$ cat config.mk
export PLATFORM = sky130hd
export DESIGN_NAME = pu_fifo_buffer
export DESIGN_NICKNAME = d
export VERILOG_FILES = /design/src/rtl/pu_fifo_buffer_pkg.sv /design/src/rtl/pu_fifo_mem.sv /design/src/rtl/pu_fifo_buffer.sv
export SDC_FILE = /design/constraint.sdc
export NUM_CORES = 1
export LEC_CHECK = 0
export BUFFER_PORTS_ARGS = -buffer_cell sky130_fd_sc_hd__buf_2
export CAP_MARGIN = 20
export CORE_MARGIN = 1
export CORE_UTILIZATION = 50
export DETAILED_ROUTE_END_ITERATION = 8
export PLACE_DENSITY = 0.72
export SLEW_MARGIN = 20
export SYNTH_ARGS = -nofsm -noshare
export SYNTH_HDL_FRONTEND = slang
export SYNTH_SLANG_ARGS = --single-unit
$ cat constraint.sdc
create_clock -name clk -period 17.65 [get_ports clk]
set_input_delay 3.53 -clock clk [delete_from_list [all_inputs] [get_ports clk]]
set_output_delay 3.53 -clock clk [all_outputs]
set_load 0.005 [all_outputs]
$ cat src/rtl/pu_fifo_buffer_pkg.sv
// Shared definitions for the bus FIFO processing unit: default attribute
// bit positions and the output-stage selector encoding.
package pu_fifo_buffer_pkg;

    // Default attribute bit indices shared with pu_accum and the other bus PUs
    localparam int unsigned DEF_SIGN     = 0;
    localparam int unsigned DEF_OVERFLOW = 1;

    // What the registered output stage drives onto the bus this cycle
    typedef enum logic [1:0] {
        OUT_IDLE  = 2'd0,  // not driving: all zeros
        OUT_DATA  = 2'd1,  // replaying a popped entry
        OUT_UNDER = 2'd2   // pop requested on an empty FIFO
    } out_sel_t;

endpackage : pu_fifo_buffer_pkg

$ cat src/rtl/pu_fifo_mem.sv
// Simple dual-port RAM for the FIFO: synchronous write, registered read with
// enable so that it maps onto block or distributed RAM.
module pu_fifo_mem #(
    parameter int unsigned WIDTH = 36,
    parameter int unsigned DEPTH = 8,
    parameter int unsigned ADDR_W = $clog2(DEPTH)
) (
    input  logic              clk,
    input  logic              wr_en,
    input  logic [ADDR_W-1:0] wr_addr,
    input  logic [WIDTH-1:0]  wr_data,
    input  logic              rd_en,
    input  logic [ADDR_W-1:0] rd_addr,
    output logic [WIDTH-1:0]  rd_data
);

    logic [WIDTH-1:0] mem [DEPTH];

    // Write port
    always_ff @(posedge clk) begin
        if (wr_en) begin
            mem[wr_addr] <= wr_data;
        end
    end

    // Read port; same-address write in the same cycle returns the old word
    always_ff @(posedge clk) begin
        if (rd_en) begin
            rd_data <= mem[rd_addr];
        end
    end

endmodule : pu_fifo_mem

$ cat src/rtl/pu_fifo_buffer.sv
// Bus-attached FIFO: captures {attr, data} words from the bus in arrival
// order and replays them on demand, one cycle after each pop request.
// Outputs are zero when not driving so they can be OR-ed onto the bus.
module pu_fifo_buffer
    import pu_fifo_buffer_pkg::*;
#(
    parameter int unsigned DATA_WIDTH = 32,
    parameter int unsigned ATTR_WIDTH = 4,
    parameter int unsigned DEPTH      = 8,
    parameter int unsigned SIGN       = DEF_SIGN,
    parameter int unsigned OVERFLOW   = DEF_OVERFLOW
) (
    input  logic                  clk,
    input  logic                  rst,
    input  logic                  signal_wr,
    input  logic                  signal_oe,
    input  logic                  signal_clr,
    input  logic [DATA_WIDTH-1:0] data_in,
    input  logic [ATTR_WIDTH-1:0] attr_in,
    output logic [DATA_WIDTH-1:0] data_out,
    output logic [ATTR_WIDTH-1:0] attr_out,
    output logic                  full,
    output logic                  empty
);

    localparam int unsigned PTR_W  = $clog2(DEPTH);
    localparam int unsigned CNT_W  = $clog2(DEPTH + 1);
    localparam int unsigned WORD_W = ATTR_WIDTH + DATA_WIDTH;

    // Elaboration-time parameter sanity
    if ((DEPTH < 2) || ((DEPTH & (DEPTH - 1)) != 0)) begin : g_bad_depth
        $error("pu_fifo_buffer: DEPTH must be a power of 2 and >= 2");
    end
    if ((SIGN >= ATTR_WIDTH) || (OVERFLOW >= ATTR_WIDTH) || (SIGN == OVERFLOW)) begin : g_bad_attr
        $error("pu_fifo_buffer: SIGN/OVERFLOW must be distinct bits within ATTR_WIDTH");
    end

    logic [PTR_W-1:0]  wr_ptr;
    logic [PTR_W-1:0]  rd_ptr;
    logic [CNT_W-1:0]  count;
    logic              lost_flag;
    out_sel_t          out_sel;
    logic              out_lost;
    logic [WORD_W-1:0] rd_word;
    logic              flush;
    logic              pop;
    logic              push;
    logic              drop;

    assign full  = (count == CNT_W'(DEPTH));
    assign empty = (count == '0);

    // A full FIFO still accepts a write when the same cycle pops: the new
    // word lands in the slot being vacated (RAM returns the old word first).
    assign flush = rst | signal_clr;
    assign pop   = signal_oe & ~empty & ~flush;
    assign push  = signal_wr & (~full | signal_oe) & ~flush;
    assign drop  = signal_wr & full & ~signal_oe & ~flush;

    pu_fifo_mem #(
        .WIDTH (WORD_W),
        .DEPTH (DEPTH),
        .ADDR_W(PTR_W)
    ) u_mem (
        .clk    (clk),
        .wr_en  (push),
        .wr_addr(wr_ptr),
        .wr_data({attr_in, data_in}),
        .rd_en  (pop),
        .rd_addr(rd_ptr),
        .rd_data(rd_word)
    );

    // Pointer, occupancy and sticky lost-word tracking
    always_ff @(posedge clk) begin
        if (flush) begin
            wr_ptr    <= '0;
            rd_ptr    <= '0;
            count     <= '0;
            lost_flag <= 1'b0;
        end else begin
            if (push) begin
                wr_ptr <= wr_ptr + 1'b1;
            end
            if (pop) begin
                rd_ptr <= rd_ptr + 1'b1;
            end
            if (push && !pop) begin
                count <= count + 1'b1;
            end else if (pop && !push) begin
                count <= count - 1'b1;
            end
            if (pop) begin
                lost_flag <= 1'b0;
            end else if (drop) begin
                lost_flag <= 1'b1;
            end
        end
    end

    // Output-stage selector, registered alongside the RAM read
    always_ff @(posedge clk) begin
        if (flush) begin
            out_sel  <= OUT_IDLE;
            out_lost <= 1'b0;
        end else if (pop) begin
            out_sel  <= OUT_DATA;
            out_lost <= lost_flag;
        end else if (signal_oe) begin
            out_sel  <= OUT_UNDER;
            out_lost <= 1'b0;
        end else begin
            out_sel  <= OUT_IDLE;
            out_lost <= 1'b0;
        end
    end

    // Bus drive: replayed word (with lost-word flag folded into OVERFLOW),
    // underflow marker, or zeros
    always_comb begin
        data_out = '0;
        attr_out = '0;
        case (out_sel)
            OUT_DATA: begin
                data_out           = rd_word[DATA_WIDTH-1:0];
                attr_out           = rd_word[WORD_W-1:DATA_WIDTH];
                attr_out[OVERFLOW] = rd_word[DATA_WIDTH + OVERFLOW] | out_lost;
            end
            OUT_UNDER: begin
                attr_out[OVERFLOW] = 1'b1;
            end
            default: begin
                data_out = '0;
                attr_out = '0;
            end
        endcase
    end

endmodule : pu_fifo_buffer

**Word-level counts from Yosys, hierarchy flattened**

Memory sizes are Yosys's and may differ from the RTL's. A register that Yosys moved wholly into a read port is not among the register bits.
Index checks and enable logic that the tools add are counted.

- Flip-flop bits (word level): 14
- Input bits: 41
- Memories kept: 1
- Logic and storage cells: 48
- RAM bits: 288
- Output and inout port bits: 38

- Eq/ne operators: 3
- Add/subtract/negate cells: 4
- Bitwise logic cells: 15
- Reductions and logical operators: 8
- Multiplexer cells: 10

Memories:

| memory | depth | bits a word | read ports | clocked after Yosys merged registers in | write ports | RTL line | RTL |
|---|---|---|---|---|---|---|---|
| u_mem.mem | 8 | 36 | 1 | 1 | 1 | pu_fifo_mem.sv:17 | `logic [WIDTH-1:0] mem [DEPTH];` |

Operators by type and width:

| kind | count |
|---|---|
| two-way mux 32 bit | 1 |
| two-way mux 4 bit | 2 |
| bitwise AND 1 bit | 7 |
| adder 3 x 1 -> 3 bit, second input constant | 2 |
| NOT 1 bit | 5 |
| adder 4 x 1 -> 4 bit, second input constant | 1 |
| == test 4 bit, second input constant | 1 |
| zero test 4 bit | 1 |
| two-way mux 1 bit | 4 |
| two-way mux 2 bit | 2 |
| OR reduction 2 bit | 2 |
| subtractor 4 x 1 -> 4 bit, second input constant | 1 |
| OR 1 bit | 3 |
| == test 2 x 1 -> 1 bit, second input constant | 1 |
| == test 2 bit, second input constant | 1 |
| logical AND 1 bit | 2 |
| zero test 1 bit | 2 |
| case mux 1 bit (2 select lines) | 1 |
| nonzero test 2 bit | 1 |

**Longest topological paths before layout**

- Depth after elaboration: 9
- Mapped depth: 11
- Gate-level depth less buffers: 11

**Hierarchy**

From an unflattened synthesis, not the netlist that was laid out.

- Cells, all modules: 581
- Area total of the unflattened synthesis: 13,196.4 um2

Modules (own cells, without submodules):

| module | sequential area each (um2) | area each (um2) | cells each | instances |
|---|---|---|---|---|
| pu_fifo_mem | 9,729.3 | 12,223.0 | 465 | 1 |
| pu_fifo_buffer | 280.3 | 973.4 | 116 | 1 |

**Worst setup path before layout**

No wires, ideal clock.

- Path kind: input -> register
- From: input port signal_clr
- To: memory u_mem.mem[0][0] (enable)
- Library setup time: 519 ps
- Stages: 3
- Required time: 17,131 ps
- Path buffers: 0
- Data arrival time: 7,628 ps
- Path slack: 9,503 ps
- Cells stage by stage: or2_2 > or2_2 > nor4_1

- Word-level cells in the longest chain between the ends: 5

RTL lines:

| element | RTL line | RTL |
|---|---|---|
| from (decl) | pu_fifo_buffer.sv:17 | `input logic signal_clr,` |
| OR 1 bit | pu_fifo_buffer.sv:55 | `assign flush = rst \| signal_clr;` |
| NOT 1 bit | pu_fifo_buffer.sv:57 | `assign push = signal_wr & (~full \| signal_oe) & ~flush;` |
| bitwise AND 1 bit | pu_fifo_buffer.sv:57 |  |
| two-way mux 1 bit | pu_fifo_mem.sv:21 | `if (wr_en) begin` |
| two-way mux 1 bit (not written as such) | pu_fifo_mem.sv:22 | `mem[wr_addr] <= wr_data;` |
| to (decl) | pu_fifo_mem.sv:17 |  |

No other way between the ends.

**Final worst setup path**

- From: input port signal_clr
- To: register count[3]

- Word-level cells in the longest chain between the ends: 6
- Elaborated cells between the ends (all ways): 10
- Those cells by class: mux: 1; bitwise: 4; reduce/logical: 5

RTL lines:

| element | RTL line | RTL |
|---|---|---|
| OR 1 bit (*) | pu_fifo_buffer.sv:55 |  |
| NOT 1 bit (*) | pu_fifo_buffer.sv:57 |  |
| bitwise AND 1 bit (*) | pu_fifo_buffer.sv:57 |  |
| via push | pu_fifo_buffer.sv:47 | `logic push;` |
| zero test 1 bit | pu_fifo_buffer.sv:90 | `end else if (pop && !push) begin` |
| logical AND 1 bit | pu_fifo_buffer.sv:90 |  |
| nonzero test 2 bit (no source line) | -- |  |
| to (signal assigned) | pu_fifo_buffer.sv:89 | `count <= count + 1'b1;` |
| to (signal assigned) | pu_fifo_buffer.sv:91 | `count <= count - 1'b1;` |
| to (decl) | pu_fifo_buffer.sv:40 | `logic [CNT_W-1:0] count;` |

The timed path passes the listed nets; every way through them passes the cells marked *.
A chain may end at the register's enable or synchronous reset.

==> results.py <==
metrics = {
    "global_route": {
        "grt.overflow.total": 0,
        "first_global_vias": 6339,
        "grt_usage_pct": 18.49,
        "grt_max_degree": 75,
        "grt_pass1_wl_um": 36430,
        "grt_antenna_before_repair": 2,
    },
    "synthesis": {
        "synthesis.area_um2": 13130,
        "yosys.area_share.simple_pct": 3.069,
        "synthArstFlopShare_pct": 0,
        "synthCells": 581,
        "synth_seq_cells": 338,
        "yosys_warnings": 0,
        "yosysUniqueCellTypes": 36,
        "synth.area.mux_share_pct": 17.22,
        "synthAdderAreaFrac_pct": 0.8198,
        "post_synth_xor_area_fraction_pct": 0.4003,
        "synth_top_flop_cell": "edfxtp_1",
        "synth_edf_count": 324,
        "synth_top_family_by_area": "multiplexers",
        "seq_area_frac_synth_pct": 76.26,
        "syn_avg_cell_area_um2": 22.59,
        "syn-num-nets": 630,
        "synth_compound_area_share_pct": 0.7912,
    },
    "critical_path": {
        "worstPathArrival_ns": 6.05,
        "crit_start": "signal_clr",
        "end_kind": "register",
        "path_class": "primary input to register",
        "required_ns": 18.09,
        "cp-endpoint": "count[3]",
        "rr_startpoint": "count[0]",
        "cp-start-kind": "primary input",
        "rr_worst_depth": 11,
        "cp_max_fo": 13,
        "r2r-end": "count[3]",
        "r2r_setup_slack_ns": 14.63,
    },
    "drt": {
        "antenna_left": 0,
        "drcViolationCount": 0,
        "vias": 5857,
        "wl_um": 23410,
        "first_pass_iters": 4,
        "wire_per_inst_um": 22.64,
        "via_per_inst": 5.664,
        "drt_iter0_markers": 316,
    },
    "sta": {
        "setup_violations": 0,
        "min_period_ns": 5.604,
        "setup_tns_ns": 0,
        "slew_headroom_pct": 30.86,
        "rsz0062_at_grt": "false",
        "worst_pin_slew_ns": 1.037,
        "maxSlewViolCount": 0,
        "finalWorstSetupSlack_ns": 12.05,
        "max_freq_mhz": 178.4,
        "hold_viol": 0,
        "finClkSkew_ns": 0.01711,
        "fin_crit_sh_pct": 31.75,
    },
    "placement": {
        "finalWeightedCongestion": 0.7024,
        "dp_hpwl_um": 13470,
        "pre_cts_ws_ns": 11.58,
        "numPortBuffers": 78,
        "post-place-cells": 977,
    },
    "run": {
        "drv_cap": 0,
    },
    "worst_hold_path": {
        "min_path_type": "register to register",
    },
    "finish": {
        "n_antenna_cell": 0,
        "final_cell_mix": "324 x edfxtp_1, 78 x buf_2, 57 x mux4_1",
        "final_common_cell": "edfxtp_1",
        "areaGrowthSynthToFinish_pct": 14.71,
        "final_cells": 1034,
        "drive_above_1_share_pct": 29.26,
        "fillCellCount": 1743,
        "fin_nets": 732,
    },
    "pwr": {
        "ir_drop_mv": 0.1149,
        "combPwrFrac_pct": 2.2,
        "p_leak_nw": 4.994,
        "p_switching_w": 0.0003007,
        "power.internal_w": 0.001306,
        "power_frac_seq_pct": 55.1,
        "powerDensity_nw_per_um2": 106.7,
        "p_clk_share_pct": 42.6,
        "switching_share_pct": 18.72,
    },
    "clocking": {
        "cts_made_buffers": 34,
        "cts_tree": "done",
        "htree_num_levels": 2,
        "root_buffer": "clkbuf_16",
        "cts_resized": 0,
        "clockBufferDepth": 3,
        "clock_sinks": 338,
        "clk_latency_ns": 0.51,
        "clkTransAtPathRegs_ns": 0.06,
        "cts_hold_buf": 0,
        "cts_setup_buffers": 0,
    },
    "floorplan": {
        "die_h_um": 164.0,
        "core_um2": 25470,
        "die_x_um": 164.0,
        "ios": 79,
        "rows": 58,
        "die-area_um2": 26900,
        "start_util_pct": 51.53,
    },
    "status": {
        "status": "finished, final reports clean",
    },
}
[power groups by stage]
stage,Clock (W),Combinational [W],Sequential [W]
floorplan,0,0.0000191,0.000902
detailed placement,0,0.0000366,0.000903
CTS,0.000699,0.0000368,0.000886
global route,0.000731,0.0000397,0.000886
finish,0.000685,0.0000360,0.000886
global placement,0,0.0000343,0.000903
[stage by stage]
step / cell area [um^2] / util [%] / total power (W) / hold WS (ns)
detailed placement: 13990 / 54.94 / 0.0009396 / 0.4980
global route: 15060 / 59.11 / 0.001656 / 0.5230
global placement: 13910 / 54.59 / 0.0009368 / 0.4783
finish: 15060 / 59.11 / 0.001607 / 0.5042
floorplan: 13130 / - / 0.0009214 / 0.4302
CTS: 15060 / 59.11 / 0.001622 / 0.5122
[Yosys cell counts (2+ instances only)]
master,count,area [um^2]
ha_1,7,87.58
edfxtp_1,324,9729
buf_1,6,22.52
mux4_1,57,1498
nor2_1,19,71.32
xnor2_1,2,17.52
inv_1,8,30.03
or2_2,2,12.51
mux4_2,15,337.8
buf_2,2,10.01
clkbuf_2,2,10.01
clkbuf_1,7,26.28
a21oi_1,3,15.01
xor2_1,4,35.03
mux2i_1,2,20.02
o21ai_0,2,10.01
buf_6,8,90.09
nand3_1,3,15.01
nor4_1,2,12.51
nand2_1,2,7.510
nor3_1,4,20.02
dfxtp_1,14,280.3
mux2_2,36,405.4
nand2b_1,2,12.51
and2_1,37,231.5
[cell type report]
cell class	count	area [um^2]	share of cell area, %
Clock inverter	14	115.1	0.7645
Inverter	8	30.03	0.1994
Timing Repair Buffer	91	545.5	3.623
Clock buffer	43	948.4	6.299
Multi-Input combinational cell	210	2987	19.84
Tap cell	330	412.9	2.742
Sequential cell	338	10020	66.54
[cells by family (layout without fill, tap and decap cells)]
kind of cell               count (synthesis)  count (layout)
DFF                                      338             338
adders and majority gates                  8               8
muxes                                    110             110
AOI/OAI and AO/OA                         13              13
xor gates and xnor gates                   6               6
buffers and inverters                     33             156
and+or+nand+nor                           73              73
[sequential cells by signal, summed over array words and instances (netlist names)]
name           flops
u_mem.mem        288
out_lost           1
u_mem.rd_data     36
rd_ptr             3
wr_ptr             3
count              4
out_sel            2
lost_flag          1
[worst min-delay path by stage]
| stage | start | cells after the start | to | slack [ns] |
|---|---|---|---|---|
| floorplan | lost_flag | 1 | out_lost | 0.43 |
| global placement | lost_flag | 1 | out_lost | 0.48 |
| detailed placement | lost_flag | 1 | out_lost | 0.50 |
| CTS | lost_flag | 1 | out_lost | 0.51 |
| global route | lost_flag | 1 | out_lost | 0.52 |
| finish | lost_flag | 1 | out_lost | 0.50 |
[worst max-delay path: stages]
cell and delay (ns):
buf_2 0.10, or2_2 0.42, or2_2 0.40, inv_1 0.08, ha_1 0.16, inv_1 0.10, ha_1 0.35, a21oi_1 0.10
a211o_1 0.34, a211oi_1 0.30, a31o_2 0.15
[metal layers]
metal / track usage (%) / part of all wire (%)
met1: 23.21 / 41
met2: 32.90 / 53
met3: 3.384 / 4.6
met4: 5.219 / 1.8
met5: 0 / 0.051
Power figures use the tool's default switching activity.
